--- src/rtl/cpu_pkg.sv ---
// Shared definitions for the cpu trace path: record layout and serializer FSM states.
package cpu_pkg;

    localparam int TRACE_W   = 12;
    localparam int PC_LSB    = 0;
    localparam int REG_LSB   = 3;
    localparam int ALU_LSB   = 7;
    localparam int CARRY_BIT = 11;

    typedef enum logic [1:0] {
        IDLE,
        START,
        DATA,
        STOP
    } ser_state_t;

    function automatic logic [TRACE_W-1:0] pack_record(
        input logic [2:0] pc,
        input logic [3:0] rg,
        input logic [3:0] alu,
        input logic       carry
    );
        logic [TRACE_W-1:0] rec;
        rec                  = '0;
        rec[PC_LSB +: 3]     = pc;
        rec[REG_LSB +: 4]    = rg;
        rec[ALU_LSB +: 4]    = alu;
        rec[CARRY_BIT]       = carry;
        return rec;
    endfunction

endpackage

--- src/rtl/trace_fifo.sv ---
// Small synchronous FIFO; a pop on the same edge frees a slot for a push into a full FIFO.
module trace_fifo #(
    parameter int DEPTH = 4,
    parameter int WIDTH = 12
) (
    input  logic                     clk,
    input  logic                     rst,
    input  logic                     push,
    input  logic                     pop,
    input  logic [WIDTH-1:0]         wdata,
    output logic [WIDTH-1:0]         rdata,
    output logic                     full,
    output logic                     empty,
    output logic [$clog2(DEPTH):0]   count
);

    localparam int PTR_W = $clog2(DEPTH);
    localparam logic [PTR_W:0] FULL_COUNT = (PTR_W+1)'(DEPTH);

    logic [WIDTH-1:0] mem_q [DEPTH];
    logic [WIDTH-1:0] mem_d [DEPTH];
    logic [PTR_W-1:0] wr_ptr_q, wr_ptr_d;
    logic [PTR_W-1:0] rd_ptr_q, rd_ptr_d;
    logic [PTR_W:0]   count_q, count_d;
    logic             do_push, do_pop;

    always_comb begin
        do_pop   = pop && (count_q != '0);
        do_push  = push && ((count_q != FULL_COUNT) || do_pop);
        mem_d    = mem_q;
        wr_ptr_d = wr_ptr_q;
        rd_ptr_d = rd_ptr_q;
        count_d  = count_q;
        if (do_push) begin
            mem_d[wr_ptr_q] = wdata;
            wr_ptr_d        = wr_ptr_q + 1'b1;
        end
        if (do_pop) begin
            rd_ptr_d = rd_ptr_q + 1'b1;
        end
        case ({do_push, do_pop})
            2'b10:   count_d = count_q + 1'b1;
            2'b01:   count_d = count_q - 1'b1;
            default: count_d = count_q;
        endcase
    end

    always_ff @(posedge clk) begin
        if (rst) begin
            wr_ptr_q <= '0;
            rd_ptr_q <= '0;
            count_q  <= '0;
        end else begin
            wr_ptr_q <= wr_ptr_d;
            rd_ptr_q <= rd_ptr_d;
            count_q  <= count_d;
        end
    end

    // Storage needs no reset; only the pointers and count define validity.
    always_ff @(posedge clk) begin
        mem_q <= mem_d;
    end

    assign rdata = mem_q[rd_ptr_q];
    assign full  = (count_q == FULL_COUNT);
    assign empty = (count_q == '0);
    assign count = count_q;

endmodule

--- src/rtl/cpu_trace_serializer.sv ---
// Captures cpu observation outputs into 12-bit records and shifts them out as UART-style frames.
module cpu_trace_serializer
    import cpu_pkg::*;
#(
    parameter int DEPTH        = 4,
    parameter int CLKS_PER_BIT = 1
) (
    input  logic                   clk,
    input  logic                   rst,
    input  logic                   sample_en,
    input  logic [2:0]             pc_in,
    input  logic [3:0]             reg_in,
    input  logic [3:0]             alu_in,
    input  logic                   carry_in,
    input  logic                   clr_overflow,
    output logic                   ser_out,
    output logic                   ser_busy,
    output logic [$clog2(DEPTH):0] fifo_count,
    output logic                   overflow
);

    localparam int DIV_W = (CLKS_PER_BIT > 1) ? $clog2(CLKS_PER_BIT) : 1;
    localparam logic [DIV_W-1:0] DIV_LAST = DIV_W'(CLKS_PER_BIT - 1);
    localparam logic [3:0]       LAST_BIT = 4'(TRACE_W - 1);

    ser_state_t         state_q, state_d;
    logic [3:0]         bit_cnt_q, bit_cnt_d;
    logic [DIV_W-1:0]   div_cnt_q, div_cnt_d;
    logic [TRACE_W-1:0] shift_q, shift_d;
    logic               overflow_q, overflow_d;

    logic [TRACE_W-1:0] record;
    logic [TRACE_W-1:0] fifo_rdata;
    logic               fifo_full, fifo_empty;
    logic               pop;
    logic               drop;
    logic               div_done;

    assign record   = pack_record(pc_in, reg_in, alu_in, carry_in);
    assign div_done = (div_cnt_q == DIV_LAST);

    trace_fifo #(
        .DEPTH (DEPTH),
        .WIDTH (TRACE_W)
    ) u_fifo (
        .clk   (clk),
        .rst   (rst),
        .push  (sample_en),
        .pop   (pop),
        .wdata (record),
        .rdata (fifo_rdata),
        .full  (fifo_full),
        .empty (fifo_empty),
        .count (fifo_count)
    );

    always_ff @(posedge clk) begin
        if (rst) begin
            state_q    <= IDLE;
            bit_cnt_q  <= '0;
            div_cnt_q  <= '0;
            shift_q    <= '0;
            overflow_q <= 1'b0;
        end else begin
            state_q    <= state_d;
            bit_cnt_q  <= bit_cnt_d;
            div_cnt_q  <= div_cnt_d;
            shift_q    <= shift_d;
            overflow_q <= overflow_d;
        end
    end

    // Popping on the STOP->START edge lets queued records go out with no idle gap.
    always_comb begin
        state_d = state_q;
        pop     = 1'b0;
        case (state_q)
            IDLE: begin
                if (!fifo_empty) begin
                    state_d = START;
                    pop     = 1'b1;
                end
            end
            START: begin
                if (div_done) state_d = DATA;
            end
            DATA: begin
                if (div_done && (bit_cnt_q == LAST_BIT)) state_d = STOP;
            end
            STOP: begin
                if (div_done) begin
                    if (!fifo_empty) begin
                        state_d = START;
                        pop     = 1'b1;
                    end else begin
                        state_d = IDLE;
                    end
                end
            end
            default: state_d = IDLE;
        endcase
    end

    always_comb begin
        div_cnt_d = '0;
        if ((state_q != IDLE) && !div_done) begin
            div_cnt_d = div_cnt_q + 1'b1;
        end

        bit_cnt_d = '0;
        if (state_q == DATA) begin
            bit_cnt_d = bit_cnt_q;
            if (div_done) begin
                bit_cnt_d = (bit_cnt_q == LAST_BIT) ? 4'd0 : bit_cnt_q + 4'd1;
            end
        end

        shift_d = shift_q;
        if (pop) begin
            shift_d = fifo_rdata;
        end else if ((state_q == DATA) && div_done) begin
            shift_d = {1'b0, shift_q[TRACE_W-1:1]};
        end

        // A drop on the same edge as a clear must leave the flag set.
        drop       = sample_en && fifo_full && !pop;
        overflow_d = overflow_q;
        if (drop) begin
            overflow_d = 1'b1;
        end else if (clr_overflow) begin
            overflow_d = 1'b0;
        end
    end

    always_comb begin
        case (state_q)
            START:   ser_out = 1'b0;
            DATA:    ser_out = shift_q[0];
            default: ser_out = 1'b1;
        endcase
        ser_busy = (state_q != IDLE);
        overflow = overflow_q;
    end

endmodule

--- config.mk ---
export PLATFORM = sky130hd
export DESIGN_NAME = cpu_trace_serializer
export DESIGN_NICKNAME = d
export VERILOG_FILES = /design/src/rtl/cpu_pkg.sv /design/src/rtl/trace_fifo.sv /design/src/rtl/cpu_trace_serializer.sv
export SDC_FILE = /design/constraint.sdc
export NUM_CORES = 1
export LEC_CHECK = 0
export BUFFER_PORTS_ARGS = -buffer_cell sky130_fd_sc_hd__buf_2
export CORE_UTILIZATION = 64
export CTS_CLUSTER_SIZE = 40
export DETAILED_ROUTE_END_ITERATION = 8
export MAX_ROUTING_LAYER = met4
export PLACE_DENSITY = 0.84
export SLEW_MARGIN = 20
export SYNTH_ARGS = -nofsm -noshare
export SYNTH_HDL_FRONTEND = slang
export SYNTH_SLANG_ARGS = --single-unit
export TNS_END_PERCENT = 100
--- constraint.sdc ---
create_clock -name clk -period 6.91 [get_ports clk]
set_input_delay 0 -clock clk [delete_from_list [all_inputs] [get_ports clk]]
set_output_delay 0 -clock clk [all_outputs]
set_load 0.01 [all_outputs]
### After elaboration in Yosys (flattened, before gate mapping)

Index checks and enable logic that the tools add are counted.

| cells by class | value |
|---|---|
| add/sub/neg operators | 6 |
| order comparisons | 3 |
| eq/ne operators | 12 |
| mux-type cells | 22 |
| bitwise operators | 5 |
| reductions and logical operators | 20 |

Operators by type and width:

| operator | count |
|---|---|
| 12-bit 2-to-1 mux | 5 |
| 48-bit bitwise mux | 1 |
| 12-bit binary-select mux with 2-bit select | 1 |
| 12-bit demux with 2-bit select | 1 |
| 1-bit logical AND | 8 |
| 2-bit 2-to-1 mux | 4 |
| 2-bit != test (second input constant) | 4 |
| 2-bit one-hot mux with 4 select lines | 1 |
| 2-bit nonzero test | 4 |
| 2-bit == test (second input constant) | 3 |
| 3-bit >= comparator (second input constant) | 2 |
| 2-bit NOT with 3-bit output | 2 |
| 3-bit one-hot mux with 2 select lines | 1 |
| 1-bit 2-to-1 mux | 5 |
| 2-bit by 1-bit adder with 2-bit output (second input constant) | 2 |
| 4-bit by 1-bit adder with 4-bit output (second input constant) | 1 |
| 2-bit by 1-bit == test with 1-bit output (second input constant) | 2 |
| 4-bit == test (second input constant) | 1 |
| 4-bit 2-to-1 mux | 1 |
| 1-bit one-hot mux with 2 select lines | 2 |
| 4-bit AND reduction | 1 |
| 2-bit OR reduction | 2 |
| 3-bit by 1-bit adder with 3-bit output (second input constant) | 1 |
| 3-bit == test (second input constant) | 1 |
| 10 further kinds | 12 |

| storage, ports and cells | value |
|---|---|
| flip-flop bits (word level) | 75 |
| output and inout port bits | 6 |
| word-level logic and storage cells | 80 |

### Logic depth before layout (Yosys ltp)

Gate-level depths: netlist (run 1).

| depth | value |
|---|---|
| depth after elaboration | 9 |
| depth in mapped cells | 12 |

### By module

From an unflattened synthesis (run 1), not the netlist that was laid out.

| unflattened totals | value |
|---|---|
| cell total of the unflattened synthesis | 229 |
| area, all modules | 3273.1 um^2 |

By module, submodules not included:

| module | instances | cells each | area an instance (um^2) | seq. area each (um^2) |
|---|---|---|---|---|
| trace_fifo | 1 | 126 | 2254.7 | 1581.5 |
| cpu_trace_serializer | 1 | 103 | 1018.5 | 400.4 |

### Worst setup path before layout (run 1)

OpenSTA, ideal clock, no wires.

| path | value |
|---|---|
| path type | reg2reg |
| from | register state_q[1] |
| to | register u_fifo.count_q[2] (netlist: u_fifo.count[2]) |
| library setup time | 0.070 ns |
| data arrival time | 2.353 ns |
| data required time | 6.840 ns |
| slack | 4.487 ns |
| cell stages (with the launch flop) | 12 |
| buffers on the path | 0 |
| clock period less this slack | 2.423 ns |
| cell sequence | dfxtp_1 > inv_1 > ha_1 > o21ai_0 > a31oi_2 > inv_1 > ha_1 > inv_1 > fa_1 > xor2_1 > or3_1 > a21oi_1 |

| between the ends | value |
|---|---|
| cells in the longest elaborated chain, start to end | 7 |

RTL lines:

| element | line | source |
|---|---|---|
| start, declared | cpu_trace_serializer.sv:26 | `ser_state_t state_q, state_d;` |
| start signal, assigned | cpu_trace_serializer.sv:65 | `state_q <= state_d;` |
| 2-bit == test or 2-bit logical NOT (tied branches) | cpu_trace_serializer.sv:77 | `case (state_q)` |
| 1-bit one-hot mux with 2 select lines (*) | cpu_trace_serializer.sv:77 |  |
| 1-bit logical AND (*) | trace_fifo.sv:28 | `do_pop = pop && (count_q != '0);` |
| 1-bit logical OR | trace_fifo.sv:29 | `do_push = push && ((count_q != FULL_COUNT) \|\| do_pop);` |
| 1-bit logical AND | trace_fifo.sv:29 |  |
| 2-bit by 1-bit == test with 1-bit output or 2-bit == test (tied branches) | trace_fifo.sv:41 | `case ({do_push, do_pop})` |
| 3-bit one-hot mux with 2 select lines or 2-bit nonzero test (tied branches) | n/a |  |
| end signal, assigned | trace_fifo.sv:56 | `count_q <= count_d;` |
| end, declared | trace_fifo.sv:24 | `logic [PTR_W:0] count_q, count_d;` |

Every way passes the cells marked *; elsewhere a longest branch is shown, timed or not.
A chain may end at the register's enable or synchronous reset.

### Final worst setup path (run 1)

Ends and elaborated chain as after synthesis.

==> out/results.txt, run 1 <==
Synthesis-to-layout area growth: 14.8%. The clock root buffer is sky130_fd_sc_hd__clkbuf_8. The post-route fraction of the period consumed by the critical path is 39.3%. The tightest hold path in the finished design has a slack of 64.5 ps. Counting the buffers created by CTS gives 9. For the minimum setup slack in the final design, the log shows 4190 ps. The worst setup path is captured at a flop. Leaving out fill and tap cells, the most frequent cell in the layout is sky130_fd_sc_hd__edfxtp_1. Leaving out fill and tap cells, the most frequent cells in the layout are sky130_fd_sc_hd__edfxtp_1 (48), sky130_fd_sc_hd__dfxtp_1 (27), sky130_fd_sc_hd__nor2_1 (22).

The tools report the routed wire length as 5.91 mm. The number of maximum-capacitance violations is 0, and the footprint of the multi-input gates is 1110 sq um. For this run, the share of the core covered by cells in the final layout is 77.2%.

The tools report the clock insertion delay at the later pin of the skew report as 360 ps. Once the floorplan was initialized, standard cells occupied 67.2% of the core. The critical path data arrival time is 3010 ps, and the number of nets at the end of the flow is 282. The start of the worst register-to-register path was state_q[1]. The signal on the critical path passes through inv_1, ha_1, o21ai_0, a31oi_2, inv_1, ha_1, inv_1, fa_1, xor2_1, or3_1, a21oi_1. Setup repair after global routing left no endpoint under its margin.

The number of different library cells in the post-synthesis netlist is 40, and the number of fill cells is 267. Summing all flip-flop and latch instances after layout gives 1980 sq um. The tools report the startpoint of the tightest hold check path as sample_en. Counting stages on the worst path, the most repeated cell is sky130_fd_sc_hd__inv_1. The cell count after synthesis came out at 219. The logs give 3.23 mm for the detailed placement HPWL and 0 ps for the setup TNS. The post-synthesis sequential area ratio is 61.6%. The count of TritonRoute iterations in the first routing pass was 4; the number of H-tree branching levels was 3. The number of design rule violations left after detail routing is 0.

The logs give 0 for the max-slew violation total from the final report and 7200 ps for the required time of the critical path. The most critical setup path has its endpoint at u_fifo.count[2]. Critical path launch point: state_q[1]. After clock tree synthesis, the repair step resized 0 gates. The vertical extent of the die works out to 72.9 microns. Summed over all layers, the global routing overflow is 0. In this run the worst path has a maximum fanout of 7.

For the DRC violation total after the first TritonRoute iteration, the log shows 135. Measured along the x axis, the die boundary spans 72.9 microns. The Yosys step of the flow raised 0 warnings. The run gives 1843 as the number of global-route vias before repair. The worst setup path is of the reg -> reg kind.

The power density relative to cell area is 350 nW/um^2. The tools report the combined global-route utilization of all metal layers as 26.4%. The run gives 0 as the remaining antenna violation count.

Maximum clock skew at final layout: 8.10 ps. After clock tree synthesis, the clock-pin slew on the worst setup and hold paths is 80 ps. The analysis attributes to cell leakage a power of 0.00131 uW.

Once layout is complete, the cells apart from fillers number 326. The count of pins on the block boundary is 22. The count of buffers added by post-CTS timing repair for setup was 0. The mean area per synthesized cell was 14.7 sq um. The logs give 2 for the maximum buffer depth of the clock tree and 0 for the total of endpoints with negative setup slack in the final report.

The count of inserted antenna diode cells was 0. The worst setup path is launched from a flop. For the timing-limited maximum frequency, the log shows 368 MHz. Counting every net in the synthesized netlist gives 247. After detailed placement, the design holds a cell count of 296. The run gives 0 as the total count of hold-check failures in the final report.

The number of antenna violations at the first check in global routing came out at 0. The capturing point of the worst reg2reg path is u_fifo.count[2]. After detailed routing, the number of vias per cell comes to 5.76. The via count was 1878. The class of the most critical hold timing path was in -> reg. The first global-routing pass estimated 9.29 mm of wire. The cell area that synthesis handed to floorplanning was 3220 sq um. The largest incremental delay on the critical path is 410 ps, and the area of the placeable core is 4790 sq um. The run gives 39.7% as the normalized max-slew margin.

Of all flip-flops after synthesis, the portion carrying an async set or reset was 0%. At the pin with the least slew margin, the transition time is 904 ps. The slowest stage cell on the critical path was sky130_fd_sc_hd__dfxtp_1. The setup check on the worst reg-to-reg path leaves a slack of 4190 ps.

Share of cells above drive strength 1: 22.8%. The flow ran to the end, and the final reports show no timing, DRC or antenna violations. The site row count is 25, and the weighted congestion reported at the end of routability-driven placement is 0.720. The synthesized design contains 75 register bits. For this run, the leading register cell type out of synthesis is sky130_fd_sc_hd__edfxtp_1. For the worst flop-to-flop path, the logic depth is 11. For this design, the sink count on the clock tree is 75.

The final period demand of the worst path is 2720 ps, and the total of buffers placed on input and output ports is 21. At the placement stage, the worst setup path has a slack of 4220 ps. The number of synthesized flops with an enable pin came out at 48. TritonCTS built the clock tree.

The logs give 0.270 mV for the maximum resistive drop on vdd and 28 for the pin count of the biggest net entering global routing. The wire length per cell was 18.1 microns; the total die area was 5310 sq um.
==> cell usage after synthesis, drive strengths merged, types with 2 or more instances <==
library cell  count  area share (%)
mux2i            14             4.4
nand3b            2            0.47
inv              13             1.5
o21ai             2            0.31
nand2             2            0.23
clkbuf            4            0.51
and2              4            0.78
nand2b            4            0.78
mux4             12             8.4
a21oi             9             1.4
xor2              4             1.1
edfxtp           48              45
a211oi           11             2.6
buf               7             1.8
nor2             22             2.6
and2b             2            0.54
or3               3            0.74
or2               2            0.39
dfxtp            27              17
ha               11             4.3
==> timing repair <==
| item | CTS | global route |
|---|---|---|
| endpoints found under the hold margin | 49 | 0 |
| setup endpoints to repair | 0 | 0 |
| hold buffers | 14 | 0 |
==> sequential cells by signal (all words and copies together), names as in the netlist <==
register and cells:
div_cnt_q 1, overflow 1, u_fifo.mem_q 48, u_fifo.rd_ptr_q 2, u_fifo.count 3, state_q 2
shift_q 12, bit_cnt_q 4, u_fifo.wr_ptr_q 2
==> report_power, final <==
| part | switching (uW) | internal [uW] |
|---|---|---|
| clock | 170 | 206 |
| combinational | 173 | 149 |
| sequential | 52.4 | 541 |
==> area by class of cell <==
class	count	share of cell area [%]
flip-flops and latches	75	53.7
multi-input cells	120	30.1
clock inverters	7	2.68
well taps	67	2.27
inverters	13	1.32
repair buffers	35	6.64
clock buffers	9	3.35
==> worst min-delay path by stage <==
stage | end | depth (start not counted)
after global routing | u_fifo.wr_ptr_q[1] | 4
after global placement | u_fifo.mem_q[2] | 1
final | u_fifo.wr_ptr_q[1] | 4
after CTS | u_fifo.wr_ptr_q[1] | 4
after floorplan | u_fifo.mem_q[0] | 0
after detailed placement | u_fifo.mem_q[31] | 1
==> cell families after synthesis <==
logic type	share of synthesized area [%]
XOR/XNOR	1.36
AND/OR/NAND/NOR	8.64
other	0.117
multiplexers	13.1
adder cells (fa/ha/maj)	4.90
flip-flops	61.6
AO/OA/AOI/OAI	6.38
buffers and inverters	3.85
==> through the flow <==
step	total power [uW]	cell area, sq um
finish	1290	3690
CTS	1290	3690
detailed placement	912	3330
global route	1360	3690
floorplan	848	3220
global placement	897	3330
==> critical path, delay by kind of cell (launching register included) <==
kind,cells,cell delay [ps]
buf+inv,3,260
compound gates,3,670
fa+ha+maj,3,830
flops,1,410
simple gates,1,310
xor+xnor,1,160
==> layer usage <==
layer | track usage (%) | wire [microns] | up-vias
met5 | - | 0 | -
met2 | 42.4 | 3140 | 50
met4 | 12.2 | 97 | 0
met1 | 31.5 | 2350 | 947
li1 | - | - | 874
met3 | 6.77 | 314 | 7
No activity file was read; power rests on OpenSTA's default activity.
==> inputs of run 2 (changes only) <==
--- a/config.mk
+++ b/config.mk
@@ -6,11 +6,11 @@
 export NUM_CORES = 1
 export LEC_CHECK = 0
 export BUFFER_PORTS_ARGS = -buffer_cell sky130_fd_sc_hd__buf_2
-export CORE_UTILIZATION = 64
+export CORE_UTILIZATION = 54
 export CTS_CLUSTER_SIZE = 40
 export DETAILED_ROUTE_END_ITERATION = 8
 export MAX_ROUTING_LAYER = met4
-export PLACE_DENSITY = 0.84
+export PLACE_DENSITY = 0.75
 export SLEW_MARGIN = 20
 export SYNTH_ARGS = -nofsm -noshare
 export SYNTH_HDL_FRONTEND = slang
==> constraint.sdc (replaced) <==
create_clock -name clk -period 2.2 [get_ports clk]
set_input_delay 0 -clock clk [delete_from_list [all_inputs] [get_ports clk]]
set_output_delay 0 -clock clk [all_outputs]
set_load 0.01 [all_outputs]
==> run 2 against run 1 <==
Against the previous run:
- via count shrank 1.7%
- critical path depth did not move
- final cell count up 5.5%
- combinational power increased to 3.9 times the previous value
- utilization shrank 8.6 points
- final area grew 4.1%
- critical endpoint unchanged
- largest power group unchanged
==> out/results.txt, run 2 (same netlist as run 1, synthesis figures left out) <==
The flow ran to the end, and the final reports show no timing, DRC or antenna violations. The tools report the combined global-route utilization of all metal layers as 19.6%. Flip-flop count of the largest register, all copies and words added: 48.

Once the floorplan was initialized, standard cells occupied 57.3% of the core. Setup repair after global routing could not meet its margin everywhere. The number of cells on the worst hold path is 2. The total overflow left after global routing is 0.

The startpoint identified for the worst hold timing path is rst. Pin placement for this block handled 22 I/O pins. The tools report the pin count of the biggest net entering global routing as 28.

The final period demand of the worst path came out at 2160 ps. The count of clock tree sinks was 75; the footprint of the multi-input gates was 1170 sq um. TritonCTS built the clock tree. Number of antenna violations at the first check in global routing: 0. In the final layout, the share of cells above drive strength 1 is 30.9%. For the maximum resistive drop on vdd, the log shows 0.686 mV. The H-tree generated during clock tree synthesis spans 3 levels. The maximum buffer depth of the clock tree was 2.

0 antenna diodes ended up in the layout. The clock root buffer is sky130_fd_sc_hd__clkbuf_8. The tools report the critical path launch point type as a flop.

The type of the worst setup path was reg -> reg. Once routing completed, OpenROAD measured the worst setup slack at 41.6 ps. The required time of the critical path was 2480 ps; the placed instance count was 314. After the flow finishes, the layout carries non-filler instances totaling 344. The clock reaches the later pin of the worst-skew pair after 340 ps. The logs give 1990 sq um for the sequential cell area and 1847 for the via count.

Compared with the post-synthesis result, the final layout area differs by 19.5%. The count of buffers added by post-CTS timing repair for setup was 0; the site row count was 27. More flip-flops sit in one register than any other, and that register is u_fifo.mem_q. The post-route fraction of the period consumed by the critical path was 98.1%.

The tools report the final core utilization as 68.5%. The class of the most critical hold timing path is in -> reg. The logs give 295 for the number of nets at the end of the flow and 3.42 mm for the detailed placement HPWL. Leaving out fill and tap cells, the most frequent cell in the layout is sky130_fd_sc_hd__edfxtp_1.

Setup total negative slack on the finished layout was measured at 0 ps. Maximum fanout encountered on the critical timing path: 5. Weighted congestion reported at the end of routability-driven placement: 0.768. The number of global-route vias before repair was 1779; the number of design rule violations left after detail routing was 0.

The critical path data arrival time was 2440 ps; the timing-limited maximum frequency was 463 MHz. Leaving out fill and tap cells, the most frequent cells in the layout are sky130_fd_sc_hd__edfxtp_1 (48), sky130_fd_sc_hd__dfxtp_1 (25), sky130_fd_sc_hd__nor2_1 (22). The total count of hold-check failures in the final report was 0. Across the run, the number of max-cap violations was 0. Horizontal die dimension: 79.2 microns. Start of the worst register-to-register path: state_q[1]. TritonCTS created 9 clock buffers. After floorplanning, the core was sized to cover 5610 sq um. From bottom edge to top edge, the die measures 79.2 microns.

The post-place setup slack is -33.4 ps. After clock tree synthesis, the clock-pin slew on the worst setup and hold paths is 80 ps. The worst reg-to-reg setup slack was 40 ps. The power density relative to cell area is 1070 nW/um^2, and the count of TritonRoute iterations in the first routing pass is 6. Capturing point of the worst reg2reg path: u_fifo.count[2].

The first global-routing pass estimated 8.56 mm of wire. The path depth of the worst reg2reg path works out to 11. The wire length per cell works out to 16.0 microns. Setup violations remaining at the end of the flow were counted as 0. End point of the worst hold path: u_fifo.count[0]. The logs give 0.00136 uW for the cell leakage power and 5.49 mm for the routed wire length. The tools report the number of fill cells as 400.

The tools report the maximum clock skew at final layout as 6.35 ps. Buffers placed on the I/O ports in this run total 21. The total die area is 6270 sq um.

In the routed layout, each cell is associated on average with a via count of 5.37. For the remaining antenna violation count, the log shows 0. The largest registers in the layout are u_fifo.mem_q: 48 flops, shift_q: 12 flops, bit_cnt_q: 4 flops.

STA classifies the critical path endpoint as a flop. The DRC violation total after the first TritonRoute iteration was 79; the max-slew violation total from the final report was 0.
[run 2: cell count changes in the layout (fill, tap and decap cells not counted), moves of 2 or more]
| cell | change |
|---|---|
| sky130_fd_sc_hd__buf_4 | +13 |
| sky130_fd_sc_hd__ha_4 | +3 |
| sky130_fd_sc_hd__inv_2 | +3 |
| sky130_fd_sc_hd__inv_1 | -6 |
| sky130_fd_sc_hd__inv_4 | +3 |
| sky130_fd_sc_hd__dfxtp_1 | -2 |
| sky130_fd_sc_hd__ha_1 | -3 |
| sky130_fd_sc_hd__dfxtp_4 | +2 |
[run 2: area by class of cell]
class | count | share of cell area [%]
flip-flops and latches | 75 | 51.8
multi-input cells | 120 | 30.5
repair buffers | 48 | 8.92
clock buffers | 10 | 3.32
well taps | 72 | 2.34
clock inverters | 6 | 1.66
inverters | 13 | 1.46
[run 2: critical path, stage by stage, from the launching register on]
cell	delay, ps
sky130_fd_sc_hd__dfxtp_4	370
sky130_fd_sc_hd__ha_4	160
sky130_fd_sc_hd__nor2b_4	130
sky130_fd_sc_hd__o21ai_4	160
sky130_fd_sc_hd__a31oi_4	110
sky130_fd_sc_hd__inv_2	70
sky130_fd_sc_hd__ha_4	130
sky130_fd_sc_hd__inv_2	30
sky130_fd_sc_hd__fa_2	320
sky130_fd_sc_hd__xor2_1	160
sky130_fd_sc_hd__or3_1	320
sky130_fd_sc_hd__a21oi_2	110
[run 2: power breakdown]
part | internal [uW] | switching [uW] | total, uW
registers | 1700 | 109 | 1810
clock network | 526 | 494 | 1020
logic | 593 | 671 | 1260
[run 2: repair_timing]
item                                   CTS  global route
setup endpoints to repair                1             1
hold buffers                            14             0
gates resized for setup                  2             6
endpoints found under the hold margin   49             0
pin swaps                                1             1
[run 2: worst max-delay path by stage]
stage | startpoint | endpoint | slack [ps] | depth (start not counted)
after detailed placement | state_q[1] | u_fifo.count[2] | -30 | 12
after global routing | state_q[1] | u_fifo.count[2] | -40 | 11
after floorplan | state_q[0] | u_fifo.count[2] | 10 | 11
after global placement | state_q[0] | u_fifo.count[2] | 30 | 11
after CTS | state_q[1] | u_fifo.count[2] | 2 | 12
final | state_q[1] | u_fifo.count[2] | 40 | 11
[run 2: layer usage]
layer | part of all wire (%) | up-vias | GRT usage (%)
met1 | 44 | 903 | 23.1
met5 | 0 | - | -
met4 | 1.2 | 0 | 8.36
met2 | 52 | 31 | 31.8
met3 | 3.0 | 6 | 5.29
li1 | - | 907 | -
[run 2: per-stage QoR]
stage	area, sq um	total power, uW	hold slack (ps)
floorplan	3270	2750	98.9
detailed placement	3490	3010	215
global placement	3490	2970	214
global route	3840	4310	117
CTS	3830	4080	89.2
finish	3840	4090	98.5
